$ cat config.mk
export PLATFORM = sky130hd
export DESIGN_NAME = cell_tile_painter
export DESIGN_NICKNAME = d
export VERILOG_FILES = /design/src/rtl/board_pkg.sv /design/src/rtl/cell_tile_painter_tile_scan.sv /design/src/rtl/cell_tile_painter.sv
export SDC_FILE = /design/constraint.sdc
export NUM_CORES = 1
export LEC_CHECK = 0
export ABC_AREA = 0
export BUFFER_PORTS_ARGS = -buffer_cell sky130_fd_sc_hd__clkbuf_2
export CORE_MARGIN = 4
export CORE_UTILIZATION = 29
export CTS_BUF_LIST = sky130_fd_sc_hd__clkbuf_2
export DETAILED_ROUTE_END_ITERATION = 8
export SLEW_MARGIN = 0
export SYNTH_ARGS = -nofsm -noshare
export SYNTH_HDL_FRONTEND = slang
export SYNTH_SLANG_ARGS = --single-unit
$ cat constraint.sdc
create_clock -name clock -period 3.3 [get_ports clock]
set_clock_uncertainty 0.1 [all_clocks]
set_input_delay 0.33 -clock clock [delete_from_list [all_inputs] [get_ports clock]]
set_output_delay 0.33 -clock clock [all_outputs]
set_load 0.01 [all_outputs]
$ cat src/rtl/board_pkg.sv
// Shared board geometry and the cell painter's state type.
package board_pkg;

    localparam int WIDTH     = 10;
    localparam int SPACING   = 2;
    localparam int PITCH     = WIDTH + SPACING;
    localparam int GRID_DIM  = 16;
    localparam int NUM_CELLS = GRID_DIM * GRID_DIM;

    typedef enum logic [2:0] {
        IDLE,
        FETCH,
        WAIT,
        DRAW,
        DONE
    } painterState_t;

    // Pixel origin of grid index idx along one axis.
    function automatic logic [9:0] gridOrigin(input logic [3:0] idx, input int pitch);
        return 10'(int'(idx) * pitch);
    endfunction

endpackage

$ cat src/rtl/cell_tile_painter_tile_scan.sv
// Row-major scan counter over a WIDTH x WIDTH square.
// Exposes the coordinate the counter will hold after a step, so callers can
// register a pixel position in the same edge that advances the scan.
module tile_scan
    import board_pkg::*;
#(
    parameter int WIDTH = board_pkg::WIDTH,
    localparam int CW   = $clog2(WIDTH)
) (
    input  logic          clock,
    input  logic          reset,
    input  logic          clear,
    input  logic          step,
    output logic [CW-1:0] col,
    output logic [CW-1:0] row,
    output logic [CW-1:0] nextCol,
    output logic [CW-1:0] nextRow,
    output logic          last
);

    localparam logic [CW-1:0] MAX_IDX = CW'(WIDTH - 1);

    // Successor coordinate: column wraps into the next row, last row wraps to 0.
    always_comb begin
        nextCol = (col == MAX_IDX) ? '0 : col + CW'(1);
        nextRow = row;
        if (col == MAX_IDX) begin
            nextRow = (row == MAX_IDX) ? '0 : row + CW'(1);
        end
        last = (col == MAX_IDX) && (row == MAX_IDX);
    end

    // Counter register: clear has priority over step.
    always_ff @(posedge clock or posedge reset) begin
        if (reset) begin
            col <= '0;
            row <= '0;
        end else if (clear) begin
            col <= '0;
            row <= '0;
        end else if (step) begin
            col <= nextCol;
            row <= nextRow;
        end
    end

endmodule

$ cat src/rtl/cell_tile_painter.sv
// Paints one board cell as a filled square on the VGA framebuffer:
// fetch the cell value from BRAM, map it to a colour, emit WIDTH*WIDTH
// plots row-major at the cell's grid position, then pulse done.
module cell_tile_painter
    import board_pkg::*;
#(
    parameter int                     WIDTH                 = board_pkg::WIDTH,
    parameter int                     SPACING               = board_pkg::SPACING,
    parameter int                     COLOUR_BITS           = 3,
    parameter logic [COLOUR_BITS-1:0] BG_COLOUR             = '0,
    parameter bit                     EMPTY_COLOUR_OVERRIDE = 1'b1
) (
    input  logic                   clock,
    input  logic                   reset,
    input  logic                   start,
    input  logic [8:0]             address,
    input  logic [COLOUR_BITS-1:0] cell_q,
    output logic                   rden,
    output logic [8:0]             bram_addr,
    output logic [9:0]             vga_x,
    output logic [8:0]             vga_y,
    output logic [COLOUR_BITS-1:0] colour,
    output logic                   plot,
    output logic                   busy,
    output logic                   done
);

    localparam int PITCH_PX = WIDTH + SPACING;
    localparam int CW       = $clog2(WIDTH);

    painterState_t          state, stateNext;
    logic [7:0]             addrR, addrNext;
    logic [COLOUR_BITS-1:0] colR, colRNext;
    logic [COLOUR_BITS-1:0] mappedColour;
    logic [9:0]             originX;
    logic [8:0]             originY;

    logic                   rdenNext, plotNext, doneNext, busyNext;
    logic [8:0]             bramAddrNext;
    logic [9:0]             xNext;
    logic [8:0]             yNext;
    logic [COLOUR_BITS-1:0] colourNext;

    logic                   scanClear, scanStep, scanLast;
    logic [CW-1:0]          scanCol, scanRow, scanNextCol, scanNextRow;

    tile_scan #(.WIDTH(WIDTH)) scan (
        .clock   (clock),
        .reset   (reset),
        .clear   (scanClear),
        .step    (scanStep),
        .col     (scanCol),
        .row     (scanRow),
        .nextCol (scanNextCol),
        .nextRow (scanNextRow),
        .last    (scanLast)
    );

    // Empty cells may be drawn in the background colour instead of raw 0.
    assign mappedColour = (EMPTY_COLOUR_OVERRIDE && cell_q == '0) ? BG_COLOUR : cell_q;
    assign originX      = gridOrigin(addrR[3:0], PITCH_PX);
    assign originY      = 9'(gridOrigin(addrR[7:4], PITCH_PX));

    // Next-state and next-output logic; outputs are computed one edge ahead so
    // every port comes straight from a register.
    always_comb begin
        stateNext    = state;
        addrNext     = addrR;
        colRNext     = colR;
        rdenNext     = 1'b0;
        plotNext     = 1'b0;
        doneNext     = 1'b0;
        bramAddrNext = bram_addr;
        xNext        = vga_x;
        yNext        = vga_y;
        colourNext   = colour;
        scanClear    = 1'b0;
        scanStep     = 1'b0;
        case (state)
            IDLE: begin
                if (start) begin
                    addrNext = address[7:0];
                    if (!address[8]) begin
                        stateNext    = FETCH;
                        rdenNext     = 1'b1;
                        bramAddrNext = address;
                    end else begin
                        // Off-board address: nothing to draw, just acknowledge.
                        stateNext = DONE;
                        doneNext  = 1'b1;
                    end
                end
            end
            FETCH: stateNext = WAIT;
            WAIT: begin
                colRNext   = mappedColour;
                colourNext = mappedColour;
                scanClear  = 1'b1;
                plotNext   = 1'b1;
                xNext      = originX;
                yNext      = originY;
                stateNext  = DRAW;
            end
            DRAW: begin
                if (scanLast) begin
                    stateNext = DONE;
                    doneNext  = 1'b1;
                end else begin
                    scanStep   = 1'b1;
                    plotNext   = 1'b1;
                    xNext      = originX + 10'(scanNextCol);
                    yNext      = originY + 9'(scanNextRow);
                    colourNext = colR;
                end
            end
            DONE:    stateNext = IDLE;
            default: stateNext = IDLE;
        endcase
        busyNext = (stateNext != IDLE);
    end

    // State and output registers; reset aborts any cell in progress silently.
    always_ff @(posedge clock or posedge reset) begin
        if (reset) begin
            state     <= IDLE;
            addrR     <= '0;
            colR      <= '0;
            rden      <= 1'b0;
            bram_addr <= '0;
            vga_x     <= '0;
            vga_y     <= '0;
            colour    <= '0;
            plot      <= 1'b0;
            busy      <= 1'b0;
            done      <= 1'b0;
        end else begin
            state     <= stateNext;
            addrR     <= addrNext;
            colR      <= colRNext;
            rden      <= rdenNext;
            bram_addr <= bramAddrNext;
            vga_x     <= xNext;
            vga_y     <= yNext;
            colour    <= colourNext;
            plot      <= plotNext;
            busy      <= busyNext;
            done      <= doneNext;
        end
    end

endmodule

==> results.txt, run 1 <==
The worst hold path class is input pin to register. Synthesis instantiated 41 different standard cells from the library. Placed instance count: 441. The number of antenna violations at the first check in global routing is 0. The via-per-instance ratio works out to 4.608.

The tools report the count of warnings emitted by yosys as 0. The region available for standard cell placement spans 9729 sq um. The y dimension of the die came out at 107.9 microns. Via count of the first global-routing pass: 2167.

Flip-flop cell with the highest count after synthesis: sky130_fd_sc_hd__dfrtp_1. Dividing the synthesized area by the synthesized cell count gives 10.96 sq um. The wire-length estimate of the detail-placed layout is 4.735 mm. For this run, the post-layout net count is 362.

The logs give 430 ps for the clock latency reported for the late side of the worst-skew pair and 1.018 mW for the power spent charging and discharging nets. In this run the core area contains 36 standard-cell rows. Remaining antenna violation count: 0. Clock-pin slew reported for the worst setup and hold paths after clock tree synthesis: 260 ps. The signal on the critical path passes through inv_1, ha_1, nand3b_1, or3_1, a21oi_1, fa_1, nand4_1, or4_1, o21ai_1. The max-cap violation count came out at 0. Family of cells with the greatest summed delay on the critical path: simple AND/OR/NAND/NOR gates.

The worst hold path terminates at colR[1]$_DFFE_PP0P_. The first-pass GRT wire length came out at 10.58 mm. The critical path buffer and inverter count was 1; the area growth from synthesis to layout was 18.89%.

The number of synthesized flops with an enable pin is 0, and the total count of max-transition violations in the final report is 0. In this run the static leakage power is 1.645 nW. The first detailed-routing pass took 4 iterations. The worst hold path begins at cell_q[1]. The internal power of the cells totals 1.535 mW. The period utilization works out to 0.9084.

For the final routed database, the setup TNS stands at 0 ps. The power share of the clock group is 0.102, and the number of DRC markers after the initial detailed-route iteration is 81. The number of hold violations in the final report was 0.

The delay of the slowest cell on the worst path works out to 520 ps. The worst register-to-register path begins at scan.col[1]$_DFFE_PP0N_. For the pin with the worst max-slew slack, the measured transition is 562.2 ps. The critical path launch point type is a register. The proportion of power drawn by combinational gates is 0.468. The run gives 459 as the number of cells in the finished layout apart from fillers. The synthesized netlist cell count is 264, and the cell count of the worst reg-to-reg path is 9. The tightest slew margin relative to the limit was 0.6247; the total of buffers placed on input and output ports was 47. The logs give 3590 ps for the required time of the critical path and 302.4 ps for the post-layout worst setup margin.

TritonCTS built the clock tree. The maximum clock frequency is 0.3336 GHz, and the minimum setup slack after placement is 359.1 ps. The run gives 0 as the remaining global-route overflow. Data on the critical path arrives at its endpoint at 3290 ps. The total power density per cell area came out at 741.9 nW/um^2. The depth of the CTS H-tree is 2. The overall global routing resource usage came out at 0.1122. In this run the clock root is driven by a sky130_fd_sc_hd__clkbuf_2. The run finished with clean final reports. The worst register-to-register path ends at vga_y[8]$_DFFE_PP0P_. Number of CTS-inserted buffers: 5. Counting every sink on the clock net gives 55. For this design, the slowest cell found on the critical path is sky130_fd_sc_hd__or4_1. The cell area after technology mapping was 2894 sq um; the portion of the post-synthesis area used by sequential elements was 0.4756. Entering global routing, the biggest net connects 30 pins. Setup repair after global routing left no endpoint under its margin. The kind of critical path is register to register.

Along the worst hold path, the cell count comes to 2. The tools report the via count as 2115. The die is 107.9 microns wide.

For the sequential cell fraction of total power, the log shows 0.430. The initial cell density of the core was 0.2975; the time the worst path needs with I/O delays and setup was 2998 ps. The die area is 11640 sq um, and the placer congestion estimate is 0.8202. STA classifies the critical path endpoint as a register.

The largest fanout on the critical path was 8; the maximum vdd drop was 0.3060 mV. Aggregate routed wire length: 6.125 mm. The antenna diode instance count was 0; the layout cell share with drive strength beyond 1 was 0.2393.

Fraction of registers with async set or reset after synthesis: 1.000. The longest clock path from root to sink contains 2 buffers. The worst register-to-register path has a setup slack of 300 ps.

For this run, design rule violations remaining after detail routing come to 0. Setup violations remaining at the end of the flow were counted as 0. Dividing the detail-routed wire length by the instance count gives 13.34 microns. The net switching share of the total power is 0.3988, and the number of setup buffers added after CTS is 0. Count of state elements after synthesis: 55. Count of boundary I/O pins: 50.
==> kinds of logic after synthesis <==
family | count (synthesis) | synth area share
AO/OA/AOI/OAI | 55 | 0.1245
XOR/XNOR | 10 | 0.03502
adder cells (fa/ha/maj) | 22 | 0.1055
buffers and inverters | 24 | 0.03588
flip-flops | 55 | 0.4756
multiplexers | 24 | 0.08949
other | 1 | 0.001296
AND/OR/NAND/NOR | 73 | 0.1327
==> placed cells by master, fill, tap and decap left out, types with 6 or more instances in the layout <==
cell type	Yosys	final
sky130_fd_sc_hd__a21o_1	6	6
sky130_fd_sc_hd__a22o_1	8	8
sky130_fd_sc_hd__buf_4	2	6
sky130_fd_sc_hd__clkbuf_2	0	53
sky130_fd_sc_hd__dfrtp_1	55	55
sky130_fd_sc_hd__dlygate4sd3_1	0	10
sky130_fd_sc_hd__ha_1	18	18
sky130_fd_sc_hd__inv_1	14	13
sky130_fd_sc_hd__mux2_2	15	15
sky130_fd_sc_hd__mux2i_1	9	9
sky130_fd_sc_hd__nand2_1	28	28
sky130_fd_sc_hd__nand3_1	6	6
sky130_fd_sc_hd__nor2_1	9	9
sky130_fd_sc_hd__o21ai_0	23	23
==> how the worst max path moves through the flow <==
stage,start,depth (start not counted),endpoint,slack (ps)
detailed placement,scan.col[1]$_DFFE_PP0N_,9,vga_y[8]$_DFFE_PP0P_,360
global route,scan.col[1]$_DFFE_PP0N_,9,vga_y[8]$_DFFE_PP0P_,60
finish,scan.col[1]$_DFFE_PP0N_,9,vga_y[8]$_DFFE_PP0P_,300
CTS,scan.col[1]$_DFFE_PP0N_,9,vga_y[8]$_DFFE_PP0P_,300
global placement,scan.col[1]$_DFFE_PP0N_,9,vga_y[8]$_DFFE_PP0P_,460
floorplan,scan.col[1]$_DFFE_PP0N_,9,vga_y[8]$_DFFE_PP0P_,670
==> synthesized netlist by cell type, drive strengths merged, types with 4 or more instances <==
| cell | instances | area [sq um] |
|---|---|---|
| ha | 18 | 225.2 |
| xnor2 | 5 | 43.79 |
| nand3b | 5 | 37.54 |
| a21o | 6 | 45.04 |
| a21oi | 4 | 20.02 |
| a31oi | 4 | 25.02 |
| nand2b | 4 | 25.02 |
| mux2i | 9 | 90.09 |
| dfrtp | 55 | 1376 |
| inv | 14 | 52.55 |
| mux2 | 15 | 168.9 |
| nand2 | 28 | 105.1 |
| buf | 7 | 40.03 |
| xor2 | 4 | 35.03 |
| o21ai | 24 | 120.1 |
| fa | 4 | 80.08 |
| nor2 | 9 | 33.78 |
| a22o | 8 | 70.07 |
| nand3 | 6 | 30.03 |
==> sequential cells by signal, indices dropped and copies added (netlist names) <==
signal and flops:
vga_x 9, busy 1, colR 3, scan.col 4, rden 1, scan.row 4
bram_addr 8, colour 3, vga_y 9, addrR 8, done 1, plot 1
state 3
==> per-stage QoR <==
step,hold WS [ps],util,cell area [sq um],power [mW]
6_report,29.91,0.3537,3441,2.553
5_1_grt,2.598,0.3537,3441,2.801
4_1_cts,1.684,0.3537,3441,2.595
3_5_place_dp,316.9,0.3395,3303,2.320
3_3_place_gp,302.5,0.3395,3303,2.271
2_1_floorplan,346.8,-,2898,1.945
==> layer usage <==
layer | part of all wire | GRT usage
met2 | 0.48 | 0.1856
met3 | 0.031 | 0.01740
met4 | 0.016 | 0.02976
met1 | 0.48 | 0.1530
met5 | 0 | 0
==> area by class of cell <==
cell class | count | area, sq um
clock buffers | 6 | 30.03
flip-flops and latches | 55 | 1376
fillers | 1025 | 6289
well taps | 133 | 166.4
multi-input cells | 186 | 1428
repair buffers | 63 | 380.4
clock inverters | 2 | 7.507
inverters | 14 | 52.55
==> repair_timing <==
action / 4_1_cts / 5_1_grt
resized for setup: 0 / 0
endpoints found under the hold margin: 39 / 0
hold buffers: 10 / 0
==> power by group through the flow <==
stage | registers [mW] | logic (mW) | clock network, mW
2_1_floorplan | 1.15 | 0.799 | 0
3_3_place_gp | 1.10 | 1.17 | 0
3_5_place_dp | 1.12 | 1.20 | 0
4_1_cts | 1.10 | 1.22 | 0.273
5_1_grt | 1.14 | 1.37 | 0.293
6_report | 1.10 | 1.19 | 0.261
==> worst reg2reg max path, cell delays in order, from the launching register on <==
cell and delay, ps:
sky130_fd_sc_hd__dfrtp_1 470, sky130_fd_sc_hd__inv_1 80, sky130_fd_sc_hd__ha_1 200, sky130_fd_sc_hd__nand3b_1 300
sky130_fd_sc_hd__or3_1 440, sky130_fd_sc_hd__a21oi_1 340, sky130_fd_sc_hd__fa_1 260, sky130_fd_sc_hd__nand4_1 130
sky130_fd_sc_hd__or4_1 520, sky130_fd_sc_hd__o21ai_1 120
(Power assumes the default switching activity.)
==> run 2: changes to the inputs <==
- CAP_MARGIN: default -> 20
- CORE_UTILIZATION: 29 -> 58
- PLACE_DENSITY: default -> 0.82
- RECOVER_POWER: default -> 50
==> results.txt, run 2 (same netlist as run 1, synthesis figures left out) <==
The flow ran to the end, but the final reports show violations. The checks that failed: capacitance limit, slew limit. The period utilization is 0.8735. Endpoint class of the critical path: a register. The power spent charging and discharging nets was 1.024 mW; the y dimension of the die was 78.64 microns. In this run the worst path has a maximum fanout of 6. The critical path launch point type is a register.

The final design instance area without fill was 3368 sq um. Most common cell after layout, fill and taps aside: sky130_fd_sc_hd__dfrtp_1. The clock passes through at most 2 buffers. The detailed router finished its first iteration with 116 violations.

The run gives 0.8205 as the placer congestion estimate. The overall global routing resource usage was 0.2059; the core region area was 4786 sq um. The via count of the first global-routing pass came out at 2104. Kind of critical path: register to register.

The run gives 470 ps as the clock latency reported for the late side of the worst-skew pair. The logs give 2 for the depth of the CTS H-tree and 4.236 mm for the half-perimeter wire length after detailed placement. The final layout contains 364 nets.

For this run, the top clock speed supported by timing is 0.3469 GHz. The analysis attributes to cell leakage a power of 1.621 nW. Walking the worst path, the cells encountered are inv_1, ha_1, nand3b_1, or3_1, a21oi_1, fa_1, nand4_1, or4_1, o21ai_1. The largest individual stage delay along the critical path comes from the cell sky130_fd_sc_hd__or4_1. The run gives 0.7038 as the fraction of the core area covered by cells at the end of the flow. The tools report the initial cell density of the core as 0.6047.

Clock-pin slew was measured on the worst setup and hold paths at 290 ps. The repair_antennas step left the layout with diodes totalling 0. The routed length per instance works out to 14.84 microns.

The run gives 3580 ps as the required time of the critical path. Setup repair after global routing left no endpoint under its margin. The total count of max-transition violations in the final report came out at 42.

The root buffer cell chosen for the clock tree is sky130_fd_sc_hd__clkbuf_2. The layout cell share with drive strength beyond 1 is 0.1860. The max-cap violation count is 1, and the minimum setup slack after placement is 491.3 ps. The total of buffers placed on input and output ports came out at 47. The logs give 13 for the total of hold buffers inserted after clock tree synthesis and 0 ps for the post-route setup TNS. The net switching share of the total power is 0.4009, and the remaining global-route overflow is 0. The first global-routing pass estimated 9.970 mm of wire.

The logs give 0 for the number of antenna violations at the first check in global routing and 6183 sq um for the die area. Dividing the detail-routed via count by the number of cells gives 5.380. The tightest slew margin relative to the limit came out at -0.1861.

The aggregate routed wire length is 5.862 mm, and the critical path buffer and inverter count is 1. The post-cts repair resize count was 0. The number of hold violations in the final report was 0. The tightest min-delay check is of the input pin to async pin type.

Post-layout worst setup margin: 417.6 ps. The total power density per cell area was 758.6 nW/um^2; the remaining design rule violation count was 0. The family of cells with the greatest summed delay on the critical path is simple AND/OR/NAND/NOR gates. Power share of the clock group: 0.109.

The TritonCTS sink count was 55. The largest registers in the layout are vga_x (9), vga_y (9). For the critical path data arrival time, the log shows 3160 ps. In the layout the commonest cells are sky130_fd_sc_hd__dfrtp_1, sky130_fd_sc_hd__clkbuf_2, sky130_fd_sc_hd__nand2_1. Internal power comes to 1.531 mW. Maximum vdd drop: 0.4103 mV. The number of setup buffers added after CTS is 0, and the actual transition at the worst max-transition pin is 1779 ps. The tools report the number of cell rows as 25. The sequential cell fraction of total power is 0.430, and the count of boundary I/O pins is 50.

The count of endpoints failing setup in the final report was 0; the proportion of power drawn by combinational gates was 0.461. The routed design could run at a clock period as short as 2882 ps. The run gives 5 as the number of CTS-inserted buffers.

The run gives 42 as the largest net degree at the start of global routing. The detail route stage leaves a number of antenna-violating nets equal to 0. TritonCTS built the clock tree. The post-detailed-placement cell area was 3226 sq um. The area growth from synthesis to layout is 16.39%.

Detailed routing inserted a total of 2125 vias. The floorplan step set the die width to 78.64 microns. For this run, the slowest stage of the critical path takes 550 ps. The first detailed-routing pass took 4 iterations. The tools report the final total power as 2.555 mW.
[run 2: cell types whose count changed in the layout (fill, tap and decap cells not counted), sizes merged]
| cell | previous run | this run |
|---|---|---|
| inv | 14 | 16 |
| clkinv | 2 | 1 |
| buf | 6 | 3 |
| dlymetal6s4s | 0 | 1 |
| dlygate4sd3 | 10 | 13 |
[run 2: path summary, 6_finish.rpt]
kind	slack, ps	start	cells past startpoint	endpoint
max in group asynchronous	580	reset	4	vga_y[4]$_DFFE_PP0P_
hold / removal	330	reset	3	rden$_DFF_PP0_
min in group clock	410	vga_y[2]$_DFFE_PP0P_	2	vga_y[2]$_DFFE_PP0P_
setup reg to reg	420	scan.col[1]$_DFFE_PP0N_	9	vga_y[8]$_DFFE_PP0P_
hold reg to reg	410	vga_y[2]$_DFFE_PP0P_	2	vga_y[2]$_DFFE_PP0P_
setup / recovery	420	scan.col[1]$_DFFE_PP0N_	9	vga_y[8]$_DFFE_PP0P_
[run 2: tightest hold or removal path: stages]
cell	delay [ps]
sky130_fd_sc_hd__dlygate4sd3_1	550
sky130_fd_sc_hd__clkbuf_1	110
sky130_fd_sc_hd__inv_1	420
[run 2: metrics by stage]
step	hold WS, ps	std cells
6_report	325.9	395
3_5_place_dp	207.2	374
5_1_grt	316.8	395
2_1_floorplan	346.8	265
3_3_place_gp	358.9	373
4_1_cts	197.0	395
[run 2: area by class of cell]
cell class	instances	area [sq um]
Clock inverter	3	21.27
Fill cell	366	1418
Sequential cell	55	1376
Clock buffer	5	25.02
Tap cell	67	83.83
Timing Repair Buffer	65	387.9
Multi-Input combinational cell	186	1421
Inverter	14	52.55
[run 2: power by group through the flow]
stage | Clock, mW | Combinational [mW] | Sequential [mW]
floorplan | 0 | 0.799 | 1.15
global placement | 0 | 1.14 | 1.10
detailed placement | 0 | 1.20 | 1.11
CTS | 0.283 | 1.21 | 1.10
global route | 0.316 | 1.33 | 1.13
finish | 0.278 | 1.18 | 1.10
[run 2: layer usage]
| metal | track usage | share of wire | vias to the layer above |
|---|---|---|---|
| met1 | 0.2636 | 0.46 | 1009 |
| met3 | 0.05275 | 0.046 | 9 |
| li1 | - | - | 1056 |
| met5 | 0 | 0 | - |
| met2 | 0.3497 | 0.48 | 51 |
| met4 | 0.04895 | 0.010 | 0 |
